**src/rtl/btn_debounce_pulse.sv**
```systemverilog
// Button front-end conditioner: per-channel synchroniser, debounce FSM and
// one-cycle press/release pulse generation. All outputs come from flops.
module btn_debounce_pulse #(
    parameter int N_BTN       = 2,
    parameter int SYNC_STAGES = 2,
    parameter int DB_CYCLES   = 1000000
) (
    input  logic             clk,
    input  logic             rst,
    input  logic [N_BTN-1:0] btn_raw,
    output logic [N_BTN-1:0] btn_level,
    output logic [N_BTN-1:0] press_pulse,
    output logic [N_BTN-1:0] release_pulse
);

    // Counter only has to hold values up to DB_CYCLES-1.
    localparam int CNT_W = (DB_CYCLES > 1) ? $clog2(DB_CYCLES) : 1;
    localparam logic [CNT_W-1:0] CNT_ZERO = {CNT_W{1'b0}};
    localparam logic [CNT_W-1:0] CNT_ONE  = CNT_W'(1);
    localparam logic [CNT_W-1:0] CNT_LAST = CNT_W'(DB_CYCLES - 1);

    typedef enum logic [1:0] {
        ST_LOW       = 2'd0,
        ST_LOW_PEND  = 2'd1,
        ST_HIGH      = 2'd2,
        ST_HIGH_PEND = 2'd3
    } state_t;

    for (genvar i = 0; i < N_BTN; i++) begin : g_chan
        logic [SYNC_STAGES-1:0] sync_q;
        logic                   s_s;
        state_t                 state_q, state_d;
        logic [CNT_W-1:0]       cnt_q, cnt_d;
        logic                   level_q, level_d;
        logic                   press_q, press_d;
        logic                   rel_q, rel_d;

        assign s_s = sync_q[SYNC_STAGES-1];

        // Shift the raw pad through the synchroniser chain.
        always_ff @(posedge clk or negedge rst) begin
            if (!rst) begin
                sync_q <= {SYNC_STAGES{1'b0}};
            end else begin
                sync_q <= {sync_q[SYNC_STAGES-2:0], btn_raw[i]};
            end
        end

        // Debounce next-state: a change is accepted only after the
        // synchronised input has held the new value for DB_CYCLES clocks;
        // any reversal while pending drops back and restarts the window.
        always_comb begin
            state_d = state_q;
            cnt_d   = cnt_q;
            level_d = level_q;
            press_d = 1'b0;
            rel_d   = 1'b0;
            case (state_q)
                ST_LOW: begin
                    if (s_s) begin
                        state_d = ST_LOW_PEND;
                        cnt_d   = CNT_ONE;
                    end else begin
                        cnt_d   = CNT_ZERO;
                    end
                end
                ST_LOW_PEND: begin
                    if (!s_s) begin
                        state_d = ST_LOW;
                        cnt_d   = CNT_ZERO;
                    end else if (cnt_q == CNT_LAST) begin
                        state_d = ST_HIGH;
                        cnt_d   = CNT_ZERO;
                        level_d = 1'b1;
                        press_d = 1'b1;
                    end else begin
                        cnt_d   = cnt_q + CNT_ONE;
                    end
                end
                ST_HIGH: begin
                    if (!s_s) begin
                        state_d = ST_HIGH_PEND;
                        cnt_d   = CNT_ONE;
                    end else begin
                        cnt_d   = CNT_ZERO;
                    end
                end
                ST_HIGH_PEND: begin
                    if (s_s) begin
                        state_d = ST_HIGH;
                        cnt_d   = CNT_ZERO;
                    end else if (cnt_q == CNT_LAST) begin
                        state_d = ST_LOW;
                        cnt_d   = CNT_ZERO;
                        level_d = 1'b0;
                        rel_d   = 1'b1;
                    end else begin
                        cnt_d   = cnt_q + CNT_ONE;
                    end
                end
                default: begin
                    state_d = ST_LOW;
                    cnt_d   = CNT_ZERO;
                    level_d = 1'b0;
                end
            endcase
        end

        // Debounce state, counter and registered outputs.
        always_ff @(posedge clk or negedge rst) begin
            if (!rst) begin
                state_q <= ST_LOW;
                cnt_q   <= CNT_ZERO;
                level_q <= 1'b0;
                press_q <= 1'b0;
                rel_q   <= 1'b0;
            end else begin
                state_q <= state_d;
                cnt_q   <= cnt_d;
                level_q <= level_d;
                press_q <= press_d;
                rel_q   <= rel_d;
            end
        end

        assign btn_level[i]     = level_q;
        assign press_pulse[i]   = press_q;
        assign release_pulse[i] = rel_q;
    end

endmodule
```
**config.mk**
```make
export PLATFORM = sky130hd
export DESIGN_NAME = btn_debounce_pulse
export DESIGN_NICKNAME = d
export VERILOG_FILES = /design/src/rtl/btn_debounce_pulse.sv
export SDC_FILE = /design/constraint.sdc
export NUM_CORES = 1
export LEC_CHECK = 0
export BUFFER_PORTS_ARGS = -buffer_cell sky130_fd_sc_hd__buf_2
export CAP_MARGIN = 20
export CORE_ASPECT_RATIO = 0.7
export CORE_MARGIN = 2
export CORE_UTILIZATION = 50
export CTS_CLUSTER_SIZE = 10
export DETAILED_ROUTE_END_ITERATION = 6
export GPL_ROUTABILITY_DRIVEN = 0
export PLACE_DENSITY = 0.75
export SLEW_MARGIN = 25
export SYNTH_ARGS = -nofsm -noshare
export SYNTH_HDL_FRONTEND = slang
export SYNTH_SLANG_ARGS = --single-unit
```
**constraint.sdc**
```tcl
create_clock -name clk -period 3.8 [get_ports clk]
set_input_delay 0.76 -clock clk [delete_from_list [all_inputs] [get_ports clk]]
set_output_delay 0.76 -clock clk [all_outputs]
set_load 0.02 [all_outputs]
```
==> impl_results.md, run 1 <==
- Status: finished clean
- Reg2reg path depth: 5
- Cell Pwr Density: about 360 nW/um^2
- Setup bufs post-CTS: 0
- Detailed Place HPWL: between 3000 and 4000 um
- Post_cts resized: 0
- Initial Util: 0.534
- Hold depth: 0
- RSZ-0062 raised after global routing: false
- Final Cycle Share: 0.536
- Max-cap viol count: 0
- Routed via count: ~1900
- Sinks on Clock Net: between 50 and 60
- Post-DRT Antenna Nets: 0
- Top post-synthesis cells by area: dfrtp_1 52%, nor2_1 4.5%, xnor2_1 4.4%
- Worst slack, placed: roughly 1.8 ns
- CTS max path bufs: 2
- First-pass DRT Iterations: 4
- Worst EP required: between 4 and 5 ns
- Pwr Total: approximately 1 mW
- Core area: around 4900 sq um
- Crit path DAT: around 2.3 ns
- Fin. max-slew vios: 0
- Clk slew on worst S/H paths: around 0.10 ns
- Worst skew pair latency: 0.31 ns
- Peak supply drop: roughly 0.21 mV
- Drt wl/cell: around 14 um
- Hold Crit Class: register to register
- Num CTS Buffers: 5
- Share of cells above drive strength 1: 0.0970
- Largest net degree at the start of global routing: 32
- Reg-to-reg startpoint: g_chan[0].cnt_q[0]
- Sequential fraction of the synthesis area: 0.518
- Synth warnings: 0
- Count of cell types in the netlist: 42
- Leak: ~1.1 nW
- Setup TNS: 0 ns
- Ys async rst share: 1.00
- Die Height: between 60 and 70 um
- Number of remaining DRC errors: 0
- Hold EP: g_chan[1].sync_q[1]
- Detailed router's first-iteration violation count: roughly 110
- Synth cell count leaders: 54 x dfrtp_1, 31 x nor2_1, 17 x nand2_1
- Reg2reg end: g_chan[0].cnt_q[18]
- Layout Area Growth over Synthesis: 6.62%
- Reg-to-reg slack, setup: between 1.5 and 2 ns
- Worst Setup Start Kind: register
- Clk Tree Root Cell: clkbuf_8
- Synth Flop Type: dfrtp_1
- Syn avg cell area: approximately 9.9 sq um
- # port buffers: 9
- Clock skew: 0.0132 ns
- Gr ovfl total: 0
- Global-route wire length before repair: 8380 um
- N_diodes: 0
- Routed vias/inst: between 5 and 6
- Final setup violation count: 0
- CP endpoint kind: register
- Layout net count: about 270
- Num ports: 10
- WP buf/inv: 0
- # rows: 21
- WL final: ~4800 um
- Syn_nets: about 270
- Tmin final: ~2 ns
- Crit-path max FO: 7
- Most common cell in the netlist: dfrtp_1
- Critical path type: register to register
- #FFs+latches synth: 54
- TritonCTS clock tree: yes
- Max Clock Freq: 491 MHz
- CTS H-tree depth: 2
- Post-Syn Area: about 2600 sq um
- Final hold violation count: 0
- CP delay by family, top: simple AND/OR/NAND/NOR gates
- Number of flops mapped to enable cells by yosys: 0
- Crit path depth: 5
- Syn Inst Count: 263
- Vias in the first global route: approximately 1700
- CP max stage cell: or4_1
- Die ar.: around 5800 sq um
- CTS hold repair buffers: 0
- Setup slack after layout: 1.76 ns
- Hold Crit Start: g_chan[1].sync_q[0]
- Largest area contributor in the netlist: dfrtp_1
- Die width: 90.3 um
- CP peak stage delay: 0.65 ns
- Worst-Margin Slew: 0.517 ns
- Total global-route track usage: 0.182
- Initial antenna violation count: 0
- Post-synth top area share: 0.518
- Critical-path cell list: ha_1 > nand4_1 > or4_1 > or3_1 > a21oi_2
- Rel. slew slack: 0.652
## per-layer routing
| layer | vias up | part of all wire | track usage |
|---|---|---|---|
| met5 | - | 0 | 0 |
| met4 | 0 | 0.0056 | 0.0596 |
| met3 | 2 | 0.041 | 0.0395 |
| met2 | 30 | 0.41 | 0.246 |
| met1 | 911 | 0.55 | 0.287 |
| li1 | 941 | - | - |
## worst reg2reg max path, cell delays in order (launching register included)
cell	delay (ns)
dfrtp_1	0.42
ha_1	0.25
nand4_1	0.13
or4_1	0.65
or3_1	0.40
a21oi_2	0.13
## final cells by class
type / instances / area, sq um
timing repair buffer: 10 / 52.6
multi-input combinational: 187 / 1140
inverter: 9 / 33.8
tap: 69 / 86.3
clock inverter: 3 / 47.5
clock buffer: 5 / 68.8
sequential: 54 / 1350
fill: 430 / 2110
## cells in the final DEF, fill, tap and decap left out, types with 2 or more instances in the layout
cell / netlist / final
buf_2: 3 / 9
a21oi_1: 11 / 11
and4_1: 5 / 5
a21oi_2: 3 / 3
dfrtp_1: 54 / 54
or4_1: 6 / 6
nand4b_1: 2 / 2
inv_1: 9 / 9
ha_1: 2 / 2
nor2_1: 31 / 31
xnor2_1: 13 / 13
clkbuf_8: 0 / 5
nand3_1: 14 / 14
nand4_1: 12 / 12
nor3_1: 7 / 7
nor4_1: 4 / 4
and2_1: 3 / 3
nand2_1: 17 / 17
or3_1: 9 / 9
o31ai_1: 3 / 3
and3_1: 4 / 4
o21ai_0: 13 / 13
xor2_1: 11 / 11
## stage by stage
step / hold WS (ns) / area [sq um] / utilization / std cells
2_1_floorplan: 0.331 / 2610 / - / 263
3_3_place_gp: 0.333 / 2660 / 0.545 / 329
3_5_place_dp: 0.346 / 2660 / 0.545 / 329
4_1_cts: 0.370 / 2780 / 0.569 / 337
5_1_grt: 0.379 / 2780 / 0.569 / 337
6_report: 0.368 / 2780 / 0.569 / 337
## registers in the layout (all words and copies together), names as in the netlist, named ones only
signal / flops
g_chan.level_q: 2
g_chan.rel_q: 2
g_chan.state_q: 2
g_chan.cnt_q: 40
g_chan.press_q: 2
g_chan.sync_q: 4
## worst max-delay path by stage
stage / startpoint / end / slack [ns]
after detailed placement: g_chan[0].cnt_q[0] / g_chan[0].cnt_q[18] / 1.77
after global routing: g_chan[0].cnt_q[0] / g_chan[0].cnt_q[14] / 1.61
after global placement: g_chan[0].cnt_q[0] / g_chan[0].cnt_q[16] / 1.84
after floorplan: g_chan[0].cnt_q[0] / g_chan[0].cnt_q[16] / 1.89
after CTS: g_chan[0].cnt_q[0] / g_chan[0].cnt_q[18] / 1.76
final: g_chan[0].cnt_q[0] / g_chan[0].cnt_q[18] / 1.76
## logic make-up after synthesis
| logic type | share of synthesized area |
|---|---|
| buffers and inverters | 0.0446 |
| xor gates and xnor gates | 0.0806 |
| AOI/OAI and AO/OA | 0.0931 |
| adders and majority gates | 0.00960 |
| and+or+nand+nor | 0.250 |
| muxes | 0.00432 |
| DFF | 0.518 |
## where the power goes
group	total [mW]	leakage [nW]	internal (mW)	switching (mW)
registers	0.588	0.736	0.581	0.00769
logic	0.0307	0.331	0.00814	0.0225
clock network	0.393	0.0587	0.200	0.193
(Power assumes the default switching activity.)
==> inputs of run 2 (changes only) <==
--- a/config.mk
+++ b/config.mk
@@ -13,7 +13,7 @@
 export CTS_CLUSTER_SIZE = 10
 export DETAILED_ROUTE_END_ITERATION = 6
 export GPL_ROUTABILITY_DRIVEN = 0
-export PLACE_DENSITY = 0.75
+export PLACE_DENSITY = 0.77
 export SLEW_MARGIN = 25
 export SYNTH_ARGS = -nofsm -noshare
 export SYNTH_HDL_FRONTEND = slang
==> constraint.sdc (replaced) <==
create_clock -name clk -period 1.8 [get_ports clk]
set_input_delay 0.36 -clock clk [delete_from_list [all_inputs] [get_ports clk]]
set_output_delay 0.36 -clock clk [all_outputs]
set_load 0.02 [all_outputs]
==> run 2 against run 1 <==
Cell count increased by 8.0%. Wire length is 8.3% higher. Non-clock buffer count rose by 27. Via count grew 7.7%. Count of clock-buffer cells in the layout rose by 1. Sequential share of layout area shrank 4.3 points. Fmax grew 14%. Flip-flop and latch count unchanged.
==> impl_results.md, run 2 (same netlist as run 1, synthesis figures left out) <==
- Detailed router's first-iteration violation count: 146 (+30%)
- Wire length on met1: 2720 um (+3.9%)
- Largest net degree at the start of global routing: 42 (+31%)
- First-pass DRT Iterations: 4 (unchanged)
- TritonCTS clock tree: yes
- Worst EP required: 2.04 ns (-2.01 ns)
- Layout net count: 300 (+9.9%)
- CP max stage cell: or4_4
- CTS max path bufs: 2 (unchanged)
- Crit-path max FO: 6 (-1)
- Num ports: 10 (unchanged)
- Crit path DAT: 2.02 ns (-0.26 ns)
- Routed vias/inst: 5.58 (-0.24%)
- Most frequent cells in the layout: 51 x dfrtp_1, 29 x nor2_1, 25 x buf_4
- Vias in the first global route: 1874 (+7.7%)
- Die ar.: 5820 sq um (unchanged)
- Fill count: 394 (-8.4%)
- Final setup violation count: 0 (unchanged)
- WL final: 5180 um (+8.3%)
- Die Height: 64.4 um (unchanged)
- Sinks on Clock Net: 54 (unchanged)
- Setup TNS: 0 ns (unchanged)
- Peak supply drop: 0.483 mV (+130%)
- Status: finished clean
- Worst-Margin Slew: 0.557 ns (+0.0397 ns)
- Setup slack after layout: 0.0176 ns (-1.75 ns)
- Num CTS Buffers: 5 (unchanged)
- Hold Crit Class: primary input to register
- Global-route wire length before repair: 9010 um (+7.5%)
- Initial antenna violation count: 0 (unchanged)
- Most flop-heavy register: g_chan.cnt_q
- Max Clock Freq: 561 MHz (+14%)
- Clk Tree Root Cell: clkbuf_8
- Routed via count: 2030 (+7.7%)
- Top Metal Used: met4
- WP buf/inv: 0 (unchanged)
- Tmin final: 1.78 ns (-0.253 ns)
- Top Registers: g_chan.cnt_q x40, g_chan.sync_q x4
- Clock skew: 0.0136 ns (+0.000437 ns)
- CP delay by family, top: simple AND/OR/NAND/NOR gates
- Critical-path cell list: ha_4 > nand4_1 > or4_4 > or3_4 > a21oi_2
- Initial Util: 0.534 (unchanged)
- Drt wl/cell: 14.2 um (+0.24%)
- Worst skew pair latency: 0.31 ns (about the same)
- Critical path type: register to register
- Clk slew on worst S/H paths: 0.10 ns (about the same)
- Worst Setup Start Kind: register
- Leak: 1.27 nW (+12%)
- Max reg flops: 40 (unchanged)
- Pwr Total: 2.03 mW (+100%)
- Gr ovfl total: 0 (unchanged)
- CP endpoint kind: register
- Die width: 90.3 um (unchanged)
- Final hold violation count: 0 (unchanged)
- Worst slack, placed: 0.00214 ns (-1.77 ns)
- Max-cap viol count: 0 (unchanged)
- CP peak stage delay: 0.48 ns (-0.17 ns)
- # port buffers: 9 (unchanged)
- Met3 wire length: 278 um (+42%)
- Fin. max-slew vios: 0 (unchanged)
- RSZ-0062 raised after global routing: true
- N_diodes: 0 (unchanged)
- Final Cycle Share: 0.990 (+0.455)
- Commonest non-fill, non-tap cell in the layout: dfrtp_1
- Detailed Place HPWL: 3570 um (+7.2%)
- Core area: 4890 sq um (unchanged)
- CTS H-tree depth: 2 (unchanged)
- Share of cells above drive strength 1: 0.227 (+0.130)
- Total global-route track usage: 0.197 (+0.0152)
- Cell Pwr Density: 664 nW/um^2 (+83%)
- Metal2 WL: 2110 um (+8.7%)
- Number of remaining DRC errors: 0 (unchanged)
- Post-DRT Antenna Nets: 0 (unchanged)
- Rel. slew slack: 0.625 (-0.0267)
- Layout Area Growth over Synthesis: 17.4%
- # rows: 21 (unchanged)
run 2: path summary, 6_finish.rpt:
| kind | start | to | slack, ns | depth (start not counted) |
|---|---|---|---|---|
| worst max register to register | g_chan[0].cnt_q[1] | g_chan[0].cnt_q[18] | 0.02 | 5 |
| worst min-delay path | btn_raw[0] | g_chan[0].sync_q[0] | 0.16 | 1 |
| worst max-delay path | g_chan[0].cnt_q[1] | g_chan[0].cnt_q[18] | 0.02 | 5 |
| min in group asynchronous | rst | g_chan[1].cnt_q[1] | 0.48 | 2 |
| worst min register to register | g_chan[1].sync_q[0] | g_chan[1].sync_q[1] | 0.38 | 0 |
| max in group asynchronous | rst | g_chan[0].cnt_q[17] | 0.78 | 3 |
run 2: power breakdown:
part           leakage, nW  internal, mW  switching (mW)
registers            0.731          1.23          0.0160
clock network       0.0472         0.310           0.389
logic                0.488        0.0357          0.0562
run 2: what timing repair did:
action	4_1_cts	5_1_grt
gates resized for setup	2	16
setup buffers	0	5
hold endpoints to repair	13	0
hold buffers	1	0
pin swaps	0	1
setup endpoints to repair	5	13
run 2: metal layers:
metal	global-route usage	vias to the layer above
met3	0.0442	7
met2	0.274	52
met1	0.305	981
met4	0.0615	0
li1	-	990
met5	0	-
run 2: cell type report:
class                           instances  area (sq um)  share of cell area
Clock buffer                            6          82.6              0.0270
Clock inverter                          2          12.5             0.00409
Inverter                                9          33.8              0.0110
Multi-Input combinational cell        187          1210               0.395
Sequential cell                        54          1360               0.443
Tap cell                               69          86.3              0.0282
Timing Repair Buffer                   37           283              0.0924
run 2: worst register-to-register path, delay by kind of cell, from the launching register on:
family | cells | cell delay, ns
flip-flops | 1 | 0.41
AND/OR/NAND/NOR | 3 | 1.01
AO/OA/AOI/OAI | 1 | 0.13
adder cells (fa/ha/maj) | 1 | 0.17
run 2: metrics by stage:
step	area, sq um	utilization	cells	hold slack, ns
2_1_floorplan	2620	-	263	0.0644
3_3_place_gp	2850	0.583	350	0.289
3_5_place_dp	2850	0.583	350	0.299
4_1_cts	2970	0.607	359	0.150
5_1_grt	3060	0.626	364	0.143
6_report	3060	0.626	364	0.155
==> inputs of run 3 (changes only) <==
--- a/config.mk
+++ b/config.mk
@@ -14,6 +14,7 @@
 export DETAILED_ROUTE_END_ITERATION = 6
 export GPL_ROUTABILITY_DRIVEN = 0
 export PLACE_DENSITY = 0.77
+export REMOVE_ABC_BUFFERS = 1
 export SLEW_MARGIN = 25
 export SYNTH_ARGS = -nofsm -noshare
 export SYNTH_HDL_FRONTEND = slang
==> run 3 against run 2 <==
Critical path depth unchanged. Die area unchanged. Register-to-register slack about the same. Global-route usage decreased by 1.2 points. Non-clock buffer count decreased by 3. Clock power increased by 13%. Design area decreased by 0.78%. Worst hold slack got worse by 0.12 ns. Largest power group unchanged. Worst setup slack got worse by 0.013 ns. Utilization decreased by 0.49 points. Wire length decreased by 4.3%. Largest cell class unchanged.
==> impl_results.md, run 3 (same netlist as run 1, synthesis figures left out) <==
- Top Registers: g_chan.cnt_q x40, g_chan.sync_q x4
- Max Clock Freq: 557 MHz (-0.72%)
- Max reg flops: 40 (unchanged)
- # port buffers: 9 (unchanged)
- Hold Crit Class: primary input to async pin
- Layout Area Growth over Synthesis: 16.5%
- Multi-input gate area in the final layout: 1200 sq um (-0.83%)
- Fin. max-slew vios: 0 (unchanged)
- Final Cycle Share: 0.997 (+0.00716)
- Routed via count: 1980 (-2.5%)
- Final setup violation count: 0 (unchanged)
- Layout net count: 297 (-1.0%)
- Number of remaining DRC errors: 0 (unchanged)
- Crit path DAT: 2.02 ns (about the same)
- Cell Pwr Density: 697 nW/um^2 (+5.0%)
- Post-DRT Antenna Nets: 0 (unchanged)
- Reg-to-reg startpoint: g_chan[0].cnt_q[1]
- Reg2reg path depth: 5 (unchanged)
- Max-cap viol count: 0 (unchanged)
- Tmin final: 1.80 ns (+0.0129 ns)
- TritonCTS clock tree: yes
- Detailed Place HPWL: 3520 um (-1.4%)
- Fill count: 384 (-2.5%)
- Num ports: 10 (unchanged)
- RSZ-0062 raised after global routing: true
- Commonest non-fill, non-tap cell in the layout: dfrtp_1
- Peak supply drop: 0.350 mV (-27%)
- Setup crit start: g_chan[0].cnt_q[1]
- Total global-route track usage: 0.185 (-0.0116)
- Most frequent cells in the layout: 53 x dfrtp_1, 29 x nor2_1, 23 x buf_4
- Largest net degree at the start of global routing: 55 (+31%)
- Drt wl/cell: 13.7 um (-3.5%)
- Rel. slew slack: 0.658 (+0.0330)
- CTS H-tree depth: 2 (unchanged)
- Reg area: 1350 sq um (-0.18%)
- Post-placement cell count: 351 (+0.29%)
- Worst EP required: 2.03 ns (about the same)
- Crit-path max FO: 6 (unchanged)
- Sinks on Clock Net: 54 (unchanged)
- Cell Count, Final, Fillers Out: 361 (-0.82%)
- Worst skew pair latency: 0.30 ns (about the same)
- N_diodes: 0 (unchanged)
- Worst-Margin Slew: 0.508 ns (-0.0490 ns)
- Leak: 1.27 nW (+0.23%)
- Initial Util: 0.534 (unchanged)
- # rows: 21 (unchanged)
- CTS max path bufs: 2 (unchanged)
- Die Height: 64.4 um (unchanged)
- Final hold violation count: 0 (unchanged)
- Vias in the first global route: 1930 (+3.0%)
- CP endpoint kind: register
- Die width: 90.3 um (unchanged)
- Clk Tree Root Cell: clkbuf_8
- Core area: 4890 sq um (unchanged)
- Status: finished clean
- Global-route wire length before repair: 8620 um (-4.4%)
- First-pass DRT Iterations: 4 (unchanged)
- Clock skew: 0.00387 ns (-0.00973 ns)
- Critical path type: register to register
- Initial antenna violation count: 0 (unchanged)
- Hold WS: 0.0363 ns (-0.119 ns)
- Die ar.: 5820 sq um (unchanged)
- Most flop-heavy register: g_chan.cnt_q
- Setup TNS: 0 ns (unchanged)
- Post-layout util: 0.621 (-0.00486)
- Detailed router's first-iteration violation count: 92 (-37%)
- WL final: 4960 um (-4.3%)
- Num CTS Buffers: 5 (unchanged)
- Share of cells above drive strength 1: 0.216 (-0.0114)
- Clk slew on worst S/H paths: 0.09 ns (about the same)
- Routed vias/inst: 5.48 (-1.7%)
- Gr ovfl total: 0 (unchanged)
- Worst Setup Start Kind: register
-- run 3: stage by stage --
step / setup slack, ns / power, mW / instance area (sq um)
after floorplan: -0.101 / 1.29 / 2520
after global placement: -0.00462 / 1.35 / 2850
after detailed placement: -0.0734 / 1.35 / 2850
after CTS: 0.00484 / 2.15 / 2980
after global routing: -0.0761 / 2.21 / 3040
final: 0.00469 / 2.12 / 3040
-- run 3: area by class of cell --
| class | instances | area share |
|---|---|---|
| Clock buffer | 5 | 0.0227 |
| Tap cell | 69 | 0.0284 |
| Multi-Input combinational cell | 187 | 0.394 |
| Timing Repair Buffer | 34 | 0.0849 |
| Clock inverter | 3 | 0.0132 |
| Sequential cell | 54 | 0.445 |
| Inverter | 9 | 0.0111 |
-- run 3: worst max-delay path: stages, from the launching register on --
cell and delay, ns:
dfrtp_1 0.37, ha_2 0.19, nand4_1 0.12, or4_4 0.56
or3_1 0.34, a21oi_2 0.15
-- run 3: what timing repair did --
item	4_1_cts	5_1_grt
setup endpoints to repair	12	27
hold buffers	0	0
setup buffers	0	2
gates resized for setup	3	15
pin swaps	3	3
-- run 3: path summary, 6_finish.rpt --
check / end / slack (ns)
max: g_chan[0].cnt_q[16] / 0.005
min: async pin / 0.04
max reg2reg: g_chan[0].cnt_q[16] / 0.005
min reg2reg: g_chan[0].sync_q[1] / 0.36
max in group asynchronous: g_chan[0].cnt_q[12] / 1.53
min in group clk: g_chan[1].sync_q[0] / 0.16
-- run 3: report_power, final --
group	switching (mW)	leakage [nW]	internal (mW)	total [mW]
Sequential	0.0150	0.735	1.23	1.24
Clock	0.379	0.0579	0.410	0.788
Combinational	0.0541	0.476	0.0337	0.0879
-- run 3: routing by layer --
layer / GRT usage / up-vias / wire length, um
met5: 0 / - / 0
li1: - / 988 / -
met1: 0.240 / 959 / 2410
met2: 0.320 / 28 / 2390
met4: 0.0654 / 0 / 38
met3: 0.0314 / 5 / 119
